===== src/rtl/ranger_pkg.sv =====
// Shared types, 50 MHz defaults and width helper for the multi-channel ultrasonic ranger.
package ranger_pkg;

    typedef enum logic [2:0] {
        ST_IDLE      = 3'd0,
        ST_TRIG      = 3'd1,
        ST_WAIT_RISE = 3'd2,
        ST_MEASURE   = 3'd3,
        ST_DONE      = 3'd4,
        ST_HOLD      = 3'd5
    } state_e;

    localparam int DEF_N_CH        = 2;
    localparam int DEF_DIGITS      = 4;
    localparam int DEF_TICK_DIV    = 2942;
    localparam int DEF_TRIG_CYC    = 501;
    localparam int DEF_SLOT_CYC    = 12_500_000;
    localparam int DEF_TIMEOUT_CYC = 1_500_000;

    // Bits needed to hold 0..v-1, never less than one.
    function automatic int clog2(input int unsigned v);
        int r;
        r = 0;
        while ((longint'(1) << r) < longint'(v)) r++;
        return (r < 1) ? 1 : r;
    endfunction

endpackage


===== src/rtl/ultrasonic_ranger_mc_bcd_acc.sv =====
// Packed BCD up-counter with single-cycle ripple carry, synchronous clear and saturation at all 9s.
module bcd_acc #(
    parameter int DIGITS = 4
) (
    input  logic                  clk_i,
    input  logic                  rst_i,
    input  logic                  clr_i,
    input  logic                  inc_i,
    output logic [DIGITS*4-1:0]   q_o,
    output logic [DIGITS*4-1:0]   nxt_o,
    output logic                  sat_o
);

    localparam int DW = DIGITS * 4;

    logic [DW-1:0] q_q, q_d;
    logic          sat;
    logic          carry;

    always_comb begin
        sat = 1'b1;
        for (int i = 0; i < DIGITS; i++) begin
            if (q_q[i*4 +: 4] != 4'd9) sat = 1'b0;
        end
        q_d   = q_q;
        carry = inc_i & ~sat;
        for (int i = 0; i < DIGITS; i++) begin
            if (carry) begin
                if (q_q[i*4 +: 4] == 4'd9) begin
                    q_d[i*4 +: 4] = 4'd0;
                end else begin
                    q_d[i*4 +: 4] = q_q[i*4 +: 4] + 4'd1;
                    carry         = 1'b0;
                end
            end
        end
        if (clr_i) q_d = '0;
    end

    always_ff @(posedge clk_i) begin
        if (rst_i) q_q <= '0;
        else       q_q <= q_d;
    end

    assign q_o   = q_q;
    assign nxt_o = q_d;
    assign sat_o = sat;

endmodule


===== src/rtl/ultrasonic_ranger_mc.sv =====
// Round-robin HC-SR04 ranging engine: fires one channel per slot, times its echo and
// publishes a packed-BCD distance (or all 9s on timeout) with a per-channel valid strobe.
module ultrasonic_ranger_mc
    import ranger_pkg::*;
#(
    parameter int N_CH        = DEF_N_CH,
    parameter int DIGITS      = DEF_DIGITS,
    parameter int TICK_DIV    = DEF_TICK_DIV,
    parameter int TRIG_CYC    = DEF_TRIG_CYC,
    parameter int SLOT_CYC    = DEF_SLOT_CYC,
    parameter int TIMEOUT_CYC = DEF_TIMEOUT_CYC
) (
    input  logic                     sys_clk50m,
    input  logic                     sys_rst,
    input  logic                     en,
    input  logic [N_CH-1:0]          echo,
    output logic [N_CH-1:0]          trig,
    output logic [N_CH*DIGITS*4-1:0] data,
    output logic [N_CH-1:0]          valid,
    output logic [N_CH-1:0]          tmo
);

    localparam int DW     = DIGITS * 4;
    localparam int CH_W   = clog2(N_CH);
    localparam int SLOT_W = clog2(SLOT_CYC);
    localparam int TMR_W  = clog2((TIMEOUT_CYC > TRIG_CYC) ? TIMEOUT_CYC : TRIG_CYC);
    localparam int TICK_W = clog2(TICK_DIV);

    localparam logic [SLOT_W-1:0] SLOT_LAST = SLOT_W'(SLOT_CYC - 1);
    // HOLD releases one cycle early so the IDLE cycle closes the slot and the period stays exact.
    localparam logic [SLOT_W-1:0] HOLD_END  = SLOT_W'(SLOT_CYC - 2);
    localparam logic [TMR_W-1:0]  TRIG_LAST = TMR_W'(TRIG_CYC - 1);
    localparam logic [TMR_W-1:0]  TMO_LAST  = TMR_W'(TIMEOUT_CYC - 1);
    localparam logic [TICK_W-1:0] TICK_LAST = TICK_W'(TICK_DIV - 1);

    function automatic logic [DW-1:0] all_nines();
        logic [DW-1:0] v;
        for (int i = 0; i < DIGITS; i++) v[i*4 +: 4] = 4'd9;
        return v;
    endfunction

    localparam logic [DW-1:0] NINES = all_nines();

    logic [N_CH-1:0]      echo_s1_q, echo_s2_q, echo_h_q;
    state_e               state_q, state_d;
    logic [SLOT_W-1:0]    slot_q, slot_d;
    logic [TMR_W-1:0]     tmr_q, tmr_d;
    logic [TICK_W-1:0]    presc_q, presc_d;
    logic [CH_W-1:0]      ch_q, ch_d;
    logic [N_CH-1:0]      trig_q, trig_d;
    logic [N_CH*DW-1:0]   data_q, data_d;
    logic [N_CH-1:0]      valid_q, valid_d;
    logic [N_CH-1:0]      tmo_q, tmo_d;
    logic                 rise, fall, tick;
    logic                 acc_clr, acc_inc, acc_sat;
    logic [DW-1:0]        acc_q, acc_nxt;
    logic                 res_en, res_tmo;
    logic [DW-1:0]        res_val;

    assign rise = echo_s2_q[ch_q] & ~echo_h_q[ch_q];
    assign fall = ~echo_s2_q[ch_q] & echo_h_q[ch_q];
    assign tick = (presc_q == TICK_LAST);

    bcd_acc #(.DIGITS(DIGITS)) u_acc (
        .clk_i (sys_clk50m),
        .rst_i (sys_rst),
        .clr_i (acc_clr),
        .inc_i (acc_inc),
        .q_o   (acc_q),
        .nxt_o (acc_nxt),
        .sat_o (acc_sat)
    );

    always_comb begin
        state_d = state_q;
        slot_d  = (slot_q == SLOT_LAST) ? '0 : slot_q + 1'b1;
        tmr_d   = tmr_q + 1'b1;
        presc_d = presc_q;
        ch_d    = ch_q;
        trig_d  = '0;
        acc_clr = 1'b0;
        acc_inc = 1'b0;
        res_en  = 1'b0;
        res_val = NINES;
        res_tmo = 1'b1;
        valid_d = '0;
        data_d  = data_q;
        tmo_d   = tmo_q;

        case (state_q)
            ST_IDLE: begin
                slot_d = slot_q;
                tmr_d  = '0;
                if (en) begin
                    state_d = ST_TRIG;
                    slot_d  = '0;
                end
            end
            ST_TRIG: begin
                trig_d[ch_q] = 1'b1;
                if (tmr_q == TRIG_LAST) begin
                    state_d = ST_WAIT_RISE;
                    tmr_d   = '0;
                end
            end
            ST_WAIT_RISE: begin
                if (rise) begin
                    state_d = ST_MEASURE;
                    tmr_d   = '0;
                    presc_d = '0;
                    acc_clr = 1'b1;
                end else if (tmr_q == TMO_LAST) begin
                    state_d = ST_DONE;
                    res_en  = 1'b1;
                end
            end
            ST_MEASURE: begin
                presc_d = tick ? '0 : presc_q + 1'b1;
                acc_inc = tick & ~acc_sat;
                // A fall beats a same-cycle timeout and still counts a same-cycle tick.
                if (fall) begin
                    state_d = ST_DONE;
                    res_en  = 1'b1;
                    res_val = tick ? acc_nxt : acc_q;
                    res_tmo = 1'b0;
                end else if (tmr_q == TMO_LAST) begin
                    state_d = ST_DONE;
                    res_en  = 1'b1;
                end
            end
            ST_DONE: state_d = ST_HOLD;
            ST_HOLD: begin
                if (slot_q == HOLD_END) begin
                    state_d = ST_IDLE;
                    ch_d    = (int'(ch_q) == N_CH - 1) ? '0 : ch_q + 1'b1;
                end
            end
            default: state_d = ST_IDLE;
        endcase

        if (res_en) begin
            data_d[int'(ch_q)*DW +: DW] = res_val;
            tmo_d[ch_q]                 = res_tmo;
            valid_d[ch_q]               = 1'b1;
        end
    end

    always_ff @(posedge sys_clk50m) begin
        if (sys_rst) begin
            echo_s1_q <= '0;
            echo_s2_q <= '0;
            echo_h_q  <= '0;
            state_q   <= ST_IDLE;
            slot_q    <= '0;
            tmr_q     <= '0;
            presc_q   <= '0;
            ch_q      <= '0;
            trig_q    <= '0;
            data_q    <= '0;
            valid_q   <= '0;
            tmo_q     <= '0;
        end else begin
            echo_s1_q <= echo;
            echo_s2_q <= echo_s1_q;
            echo_h_q  <= echo_s2_q;
            state_q   <= state_d;
            slot_q    <= slot_d;
            tmr_q     <= tmr_d;
            presc_q   <= presc_d;
            ch_q      <= ch_d;
            trig_q    <= trig_d;
            data_q    <= data_d;
            valid_q   <= valid_d;
            tmo_q     <= tmo_d;
        end
    end

    assign trig  = trig_q;
    assign data  = data_q;
    assign valid = valid_q;
    assign tmo   = tmo_q;

endmodule


===== config.mk =====
export PLATFORM = sky130hd
export DESIGN_NAME = ultrasonic_ranger_mc
export DESIGN_NICKNAME = d
export VERILOG_FILES = /design/src/rtl/ranger_pkg.sv /design/src/rtl/ultrasonic_ranger_mc_bcd_acc.sv /design/src/rtl/ultrasonic_ranger_mc.sv
export SDC_FILE = /design/constraint.sdc
export NUM_CORES = 1
export LEC_CHECK = 0
export CORE_MARGIN = 2
export CORE_UTILIZATION = 60
export CTS_CLUSTER_DIAMETER = 120
export DETAILED_ROUTE_END_ITERATION = 12
export GPL_TIMING_DRIVEN = 0
export PLACE_DENSITY_LB_ADDON = 0.3
export SYNTH_ARGS = -nofsm -noshare
export SYNTH_HDL_FRONTEND = slang
export SYNTH_SLANG_ARGS = --single-unit

===== constraint.sdc =====
create_clock -name sys_clk50m -period 3.3 [get_ports sys_clk50m]
set_input_delay 0.66 -clock sys_clk50m [delete_from_list [all_inputs] [get_ports sys_clk50m]]
set_output_delay 0.66 -clock sys_clk50m [all_outputs]
set_load 0.01 [all_outputs]

# After elaboration in Yosys (flattened, before gate mapping)
# Index checks and enable logic that the tools add are counted.
[totals] regBits=121 output_inout_bits=38 elab_cells=121
[classes] n_addsub=9 n_lt_le_gt_ge=2 n_eq_ne=22 n_shift=2 mux=56 bitwise=9 reduce_logical=8
[ops] op="$mux W24" count=3
[ops] op="$mux W16" count=4
[ops] op="$pmux W21 S3" count=1
[ops] op="$eq A24 B24 Y1 const B" count=2
[ops] op="$mux W21" count=2
[ops] op="$neg A5 Y33" count=1
[ops] op="$shift A16 B33 Y32 const A" count=1
[ops] op="$shiftx A16 B33 Y32" count=1
[ops] op="$bwmux W32" count=1
[ops] op="$mux W4" count=8
[ops] op="$add A24 B1 Y24 const B" count=1
[ops] op="$mux W1" count=24
[ops] op="$mux W12" count=2
[ops] op="$pmux W12 S2" count=1
[ops] op="$add A21 B1 Y21 const B" count=1
[ops] op="$eq A21 B21 Y1 const B" count=1
[ops] op="$eq A21 B9 Y1 const B" count=1
[ops] op="$mux W3" count=6
[ops] op="$pmux W3 S6" count=1
[ops] op="$add A4 B1 Y4 const B" count=4
[ops] op="$eq A4 B4 Y1 const B" count=4
[ops] op="$ne A4 B4 Y1 const B" count=4
[ops] op="$add A12 B1 Y12 const B" count=1
[ops] op="$eq A12 B12 Y1 const B" count=1
[ops] op="other kinds (18)" count=32

# Longest topological paths before layout
[depth] depth_word=19 depth_mapped=10 mapped_depth_nobuf=8

# Cells and area by module
# From an unflattened synthesis, not the netlist that was laid out.
[unflattened] hier_cells=707 area_unflattened_um2=6342.3
[modules_own_cells] module="ultrasonic_ranger_mc" n_inst=1 cells_each=568 area_each_um2=5267.6 seq_area_each_um2=2102.0
[modules_own_cells] module="bcd_acc" n_inst=1 cells_each=139 area_each_um2=1074.8 seq_area_each_um2=320.3

# Worst setup path before layout
# No wires, ideal clock.
[synth_path] kind="register to register" start="reg presc_q[6]" end="reg data_q[10], in the netlist data[10]" setup_ps=70 arrival_time_ps=2093 path_slack_ps=1137 path_stages_with_launch=8 n_path_buf=1 path_cell_list="dfxtp_1 or3b_4 or3_1 buf_6 nor4_4 mux2i_1 nand3_1 a21oi_1"
[synth_via] elab_chain_len=14 elab_cells_between_ends=17 classes_between="eq/ne: 1; shift: 1; mux: 13; bitwise: 2"
[synth_lines] item="start, declared" line_no="ultrasonic_ranger_mc.sv:48" text="logic [TICK_W-1:0] presc_q, presc_d;"
[synth_lines] item="start signal, assigned" line_no="ultrasonic_ranger_mc.sv:169" text="presc_q <= presc_d;"
[synth_lines] item="$eq A12 B12 Y1 *" line_no="ultrasonic_ranger_mc.sv:62" text="assign tick = (presc_q == TICK_LAST);"
[synth_lines] item="$and A1 B1 Y1" line_no="ultrasonic_ranger_mc.sv:119" text="acc_inc = tick & ~acc_sat;"
[synth_lines] item="$mux W1" line_no="ultrasonic_ranger_mc.sv:90" text="case (state_q)"
[synth_lines] item="$and A1 B1 Y1" line_no="ultrasonic_ranger_mc_bcd_acc.sv:26" text="carry = inc_i & ~sat;"
[synth_lines] item="$mux W1 (3 in series)" line_no="ultrasonic_ranger_mc_bcd_acc.sv:28" text="if (carry) begin"
[synth_lines] item="$mux W4" line_no="ultrasonic_ranger_mc_bcd_acc.sv:28"
[synth_lines] item="$mux W16" line_no="ultrasonic_ranger_mc_bcd_acc.sv:37" text="if (clr_i) q_d = '0;"
[synth_lines] item="$mux W16 *" line_no="ultrasonic_ranger_mc.sv:124" text="res_val = tick ? acc_nxt : acc_q;"
[synth_lines] item="$mux W16 *" line_no="ultrasonic_ranger_mc.sv:121" text="if (fall) begin"
[synth_lines] item="$mux W16 *" line_no="ultrasonic_ranger_mc.sv:90"
[synth_lines] item="$shiftx A16 B33 Y32 *" line_no="ultrasonic_ranger_mc.sv:142" text="data_d[int'(ch_q)*DW +: DW] = res_val;"
[synth_lines] item="$bwmux W32 *" line_no="ultrasonic_ranger_mc.sv:142"
[synth_lines] item="end signal, assigned" line_no="ultrasonic_ranger_mc.sv:172" text="data_q <= data_d;"
[synth_lines] item="end, declared" line_no="ultrasonic_ranger_mc.sv:51" text="logic [N_CH*DW-1:0] data_q, data_d;"
# Every way passes the cells marked *; elsewhere a longest branch is shown, timed or not.
# A chain may end at the register's enable or synchronous reset.

# Final worst setup path
[layout_path] start="reg ch_q" end="reg data_q[0], in the netlist data[0]"
[layout_via] elab_chain_len=12 elab_cells_between_ends=21 classes_between="add/sub: 1; shift: 2; mux: 14; bitwise: 4"
[layout_lines] item="start, declared" line_no="ultrasonic_ranger_mc.sv:49" text="logic [CH_W-1:0] ch_q, ch_d;"
[layout_lines] item="start signal, assigned" line_no="ultrasonic_ranger_mc.sv:170" text="ch_q <= ch_d;"
[layout_lines] item="$mux W1 (implied by the code) (2 in series)" line_no="ultrasonic_ranger_mc.sv:60, ultrasonic_ranger_mc.sv:61"
[layout_lines] item="$not A1 Y1" line_no="ultrasonic_ranger_mc.sv:60" text="assign rise = echo_s2_q[ch_q] & ~echo_h_q[ch_q];"
[layout_lines] item="$and A1 B1 Y1" line_no="ultrasonic_ranger_mc.sv:60"
[layout_lines] item="$mux W1" line_no="ultrasonic_ranger_mc.sv:107" text="if (rise) begin"
[layout_lines] item="$mux W1" line_no="ultrasonic_ranger_mc.sv:90"
[layout_lines] item="$mux W16" line_no="ultrasonic_ranger_mc_bcd_acc.sv:37"
[layout_lines] item="$mux W16" line_no="ultrasonic_ranger_mc.sv:124"
[layout_lines] item="$mux W16" line_no="ultrasonic_ranger_mc.sv:121"
[layout_lines] item="$mux W16" line_no="ultrasonic_ranger_mc.sv:90"
[layout_lines] item="$shiftx A16 B33 Y32" line_no="ultrasonic_ranger_mc.sv:142"
[layout_lines] item="$bwmux W32" line_no="ultrasonic_ranger_mc.sv:142"
# Parallel ways exist; a longest one is shown, timed or not. The select of a mux whose other input is x is not followed.

==> impl_metrics.json <==
{
  "rsz0062_at_grt": "no",
  "critPathMaxStageDelay_ns": 0.94,
  "yosysUniqueCellTypes": 76,
  "remaining_drc_errors": 0,
  "layout_commonest_cell": "dfxtp_1",
  "critPathLaunch": "ch_q$_SDFFE_PP0P_",
  "fin_nets": 798,
  "cp-end-kind": "flip-flop",
  "path_clk_slew_ns": 0.06,
  "worstSetupPathType": "flip-flop to flip-flop",
  "die_area_sq_um": 10700,
  "period_needed_ns": 2.81,
  "r2r-start": "ch_q$_SDFFE_PP0P_",
  "finalPower_mw": 3.69,
  "tns_ns": 0,
  "vias_per_cell": 6.16,
  "grt_pass1_wl_microns": 25000,
  "min-delay-start": "echo_s1_q[1]$_SDFF_PP0_",
  "start_util_pct": 61.4,
  "grt.total_usage_pct": 28.3,
  "antenna_found_initial": 0,
  "drive_gt1_share_pct": 9.09,
  "syn_nets": 737,
  "rows": 36,
  "finalHoldViolCount": 0,
  "setup_viol": 0,
  "postCtsSetupBuffers": 0,
  "period_share_pct": 85.3,
  "drt_wl_total_microns": 15100,
  "cts_buffers": 17,
  "synth_warnings": 0,
  "synth_flop_cell": "dfxtp_1",
  "fmaxAchievable_ghz": 0.355,
  "synth_edf_count": 0,
  "ys_seq_area_share_pct": 40.7,
  "synth_seq_cells": 121,
  "ctsHoldBuffers": 0,
  "crit_chain": "buf_2 > clkinv_1 > nor2_1 > a221oi_1 > o311ai_0 > a21oi_1 > a211oi_1",
  "gp_congestion": 0.931,
  "area_delta_synth_final_pct": 20.6,
  "peakVddDrop_mv": 0.584,
  "ant_nets": 0,
  "dr.pass1.iters": 5,
  "grt_max_degree": 17,
  "endpoint": "data[0]$_SDFFE_PP0P_",
  "path_max_fanout": 10,
  "utilization_pct": 74.0,
  "grt_pass1_vias": 5430,
  "placed_cell_area_sq_um": 6530,
  "slew_violations": 0,
  "io_pins": 43,
  "overflow": 0,
  "cap_violations": 0,
  "final_cell_area_sq_um": 7170,
  "power.density_nw_per_um2": 515,
  "fp.dieH_microns": 104,
  "dp_hpwl_microns": 10600,
  "fin_worst_skew_ns": 0.00593,
  "status": "finished clean",
  "cts.repair.resized": 0,
  "vias": 5699,
  "p_leak_nw": 2.41,
  "synthArstFlopShare_pct": 0,
  "cts_buffer_depth": 2,
  "io_buffers": 42,
  "r2r.worst_path.cells": 7,
  "slew_headroom_pct": 23.4,
  "core_sq_um": 9680,
  "drt_iter0_markers": 492,
  "synth_area_sq_um": 5940,
  "layout_common_cells": "121 x dfxtp_1, 105 x nor2_1, 53 x nand2_1",
  "critPathLaunchType": "flip-flop",
  "hold_class": "flip-flop to flip-flop",
  "clock-sinks": 121,
  "n_antenna_cell": 0,
  "worst-r2r-setup-slack_ns": 0.49,
  "arrival_ns": 3.18,
  "tightest_slew_ns": 1.14,
  "clockRootBuffer": "clkbuf_8",
  "clkLatencyLatePin_ns": 0.53,
  "avgSynthCellArea_sq_um": 8.28,
  "cts_tree": "built",
  "postSynthCellCount": 718,
  "htreeDepth": 4,
  "crit_slowest_cell": "a221oi_1",
  "fp.dieW_microns": 104,
  "cp_data_required_time_ns": 3.67,
  "wl_per_cell_microns": 16.4,
  "r2r_end": "data[0]$_SDFFE_PP0P_"
}
worst max-delay path: cells and delay by family (launching register included):
family                 cells  cell delay [ns]
buffers and inverters      2             0.37
DFF                        1             0.33
and+or+nand+nor            1             0.09
AOI/OAI and AO/OA          4             1.85
through the flow:
| step | worst slack, ns | hold WS [ns] | std cells |
|---|---|---|---|
| after floorplan | 1.14 | 0.414 | 718 |
| after global placement | 0.578 | 0.430 | 893 |
| after detailed placement | 0.572 | 0.426 | 893 |
| after CTS | 0.562 | 0.447 | 925 |
| after global routing | 0.279 | 0.461 | 925 |
| final | 0.487 | 0.441 | 925 |
worst min-delay path by stage:
stage                     slack, ns                 endpoint  cells past startpoint
after CTS                      0.45  echo_s2_q[1]$_SDFF_PP0_                      1
after global placement         0.43  echo_s2_q[1]$_SDFF_PP0_                      1
after global routing           0.46  echo_s2_q[1]$_SDFF_PP0_                      1
after floorplan                0.41  echo_s2_q[0]$_SDFF_PP0_                      1
after detailed placement       0.43  echo_s2_q[1]$_SDFF_PP0_                      1
final                          0.44  echo_s2_q[1]$_SDFF_PP0_                      1
where the power goes:
part | total (mW) | leakage (nW) | internal [mW] | switching [mW]
combinational | 0.225 | 1.12 | 0.0688 | 0.156
clock | 1.97 | 0.306 | 1.30 | 0.668
sequential | 1.49 | 0.976 | 1.48 | 0.0141
total | 3.69 | 2.41 | 2.85 | 0.839
synth_stat cells (3+ instances only):
cell / n / share of area, %
nor4_1: 4 / 0.42
nor2_2: 3 / 0.32
a211oi_2: 3 / 0.63
a311oi_1: 3 / 0.44
a21boi_0: 3 / 0.38
nand3_1: 35 / 2.9
nor2_1: 105 / 6.6
clkbuf_1: 19 / 1.2
and4_1: 4 / 0.59
a31oi_1: 12 / 1.3
nand4_1: 17 / 1.8
o32ai_1: 14 / 2.1
mux2i_1: 3 / 0.51
o31ai_1: 12 / 1.5
o311ai_0: 3 / 0.44
a21o_1: 4 / 0.51
nor3b_1: 4 / 0.51
xor2_1: 13 / 1.9
o21ai_0: 36 / 3.0
a221oi_1: 3 / 0.44
nand3b_1: 7 / 0.88
and2_1: 3 / 0.32
dfxtp_1: 121 / 41
a21oi_1: 35 / 2.9
or4b_2: 3 / 0.51
and3b_1: 5 / 0.74
nand2b_1: 9 / 0.95
xnor2_1: 15 / 2.2
nor3_1: 22 / 1.9
ha_1: 14 / 2.9
buf_2: 11 / 0.93
nand2_1: 53 / 3.3
nor2b_1: 9 / 0.95
or2_2: 3 / 0.32
or3_1: 5 / 0.53
a211oi_1: 10 / 1.3
inv_1: 33 / 2.1
and3_1: 13 / 1.4
sequential cells by signal, summed over array words and instances (netlist names):
name and flops:
valid 2, tmo 2, echo_h_q 2, tmr_q 21, presc_q 12, data 32
state_q 3, trig 2, echo_s2_q 2, echo_s1_q 2, ch_q 1, u_acc.q_o 16
slot_q 24
cell families after synthesis:
kind of cell	Yosys count	synth area share (%)
muxes	4	0.695
and+or+nand+nor	323	28.4
xor gates and xnor gates	28	4.13
DFF	121	40.7
AOI/OAI and AO/OA	161	18.4
buffers and inverters	67	4.71
adders and majority gates	14	2.95
cell type report:
class	count	area, sq um
clock buffer	21	469
tap	133	166
timing repair buffer	42	420
buffer	33	153
clock inverter	11	166
multi-input combinational	530	3240
inverter	34	128
sequential	121	2420
fill	674	2520
routing by layer:
| metal | track usage [%] | share of wire [%] | wire length [microns] |
|---|---|---|---|
| met1 | 33.0 | 41 | 6230 |
| met2 | 49.0 | 50 | 7550 |
| met3 | 6.17 | 5.9 | 890 |
| met4 | 14.1 | 3.0 | 454 |
| met5 | 0 | 0 | 0 |
Power figures use the tool's default switching activity.
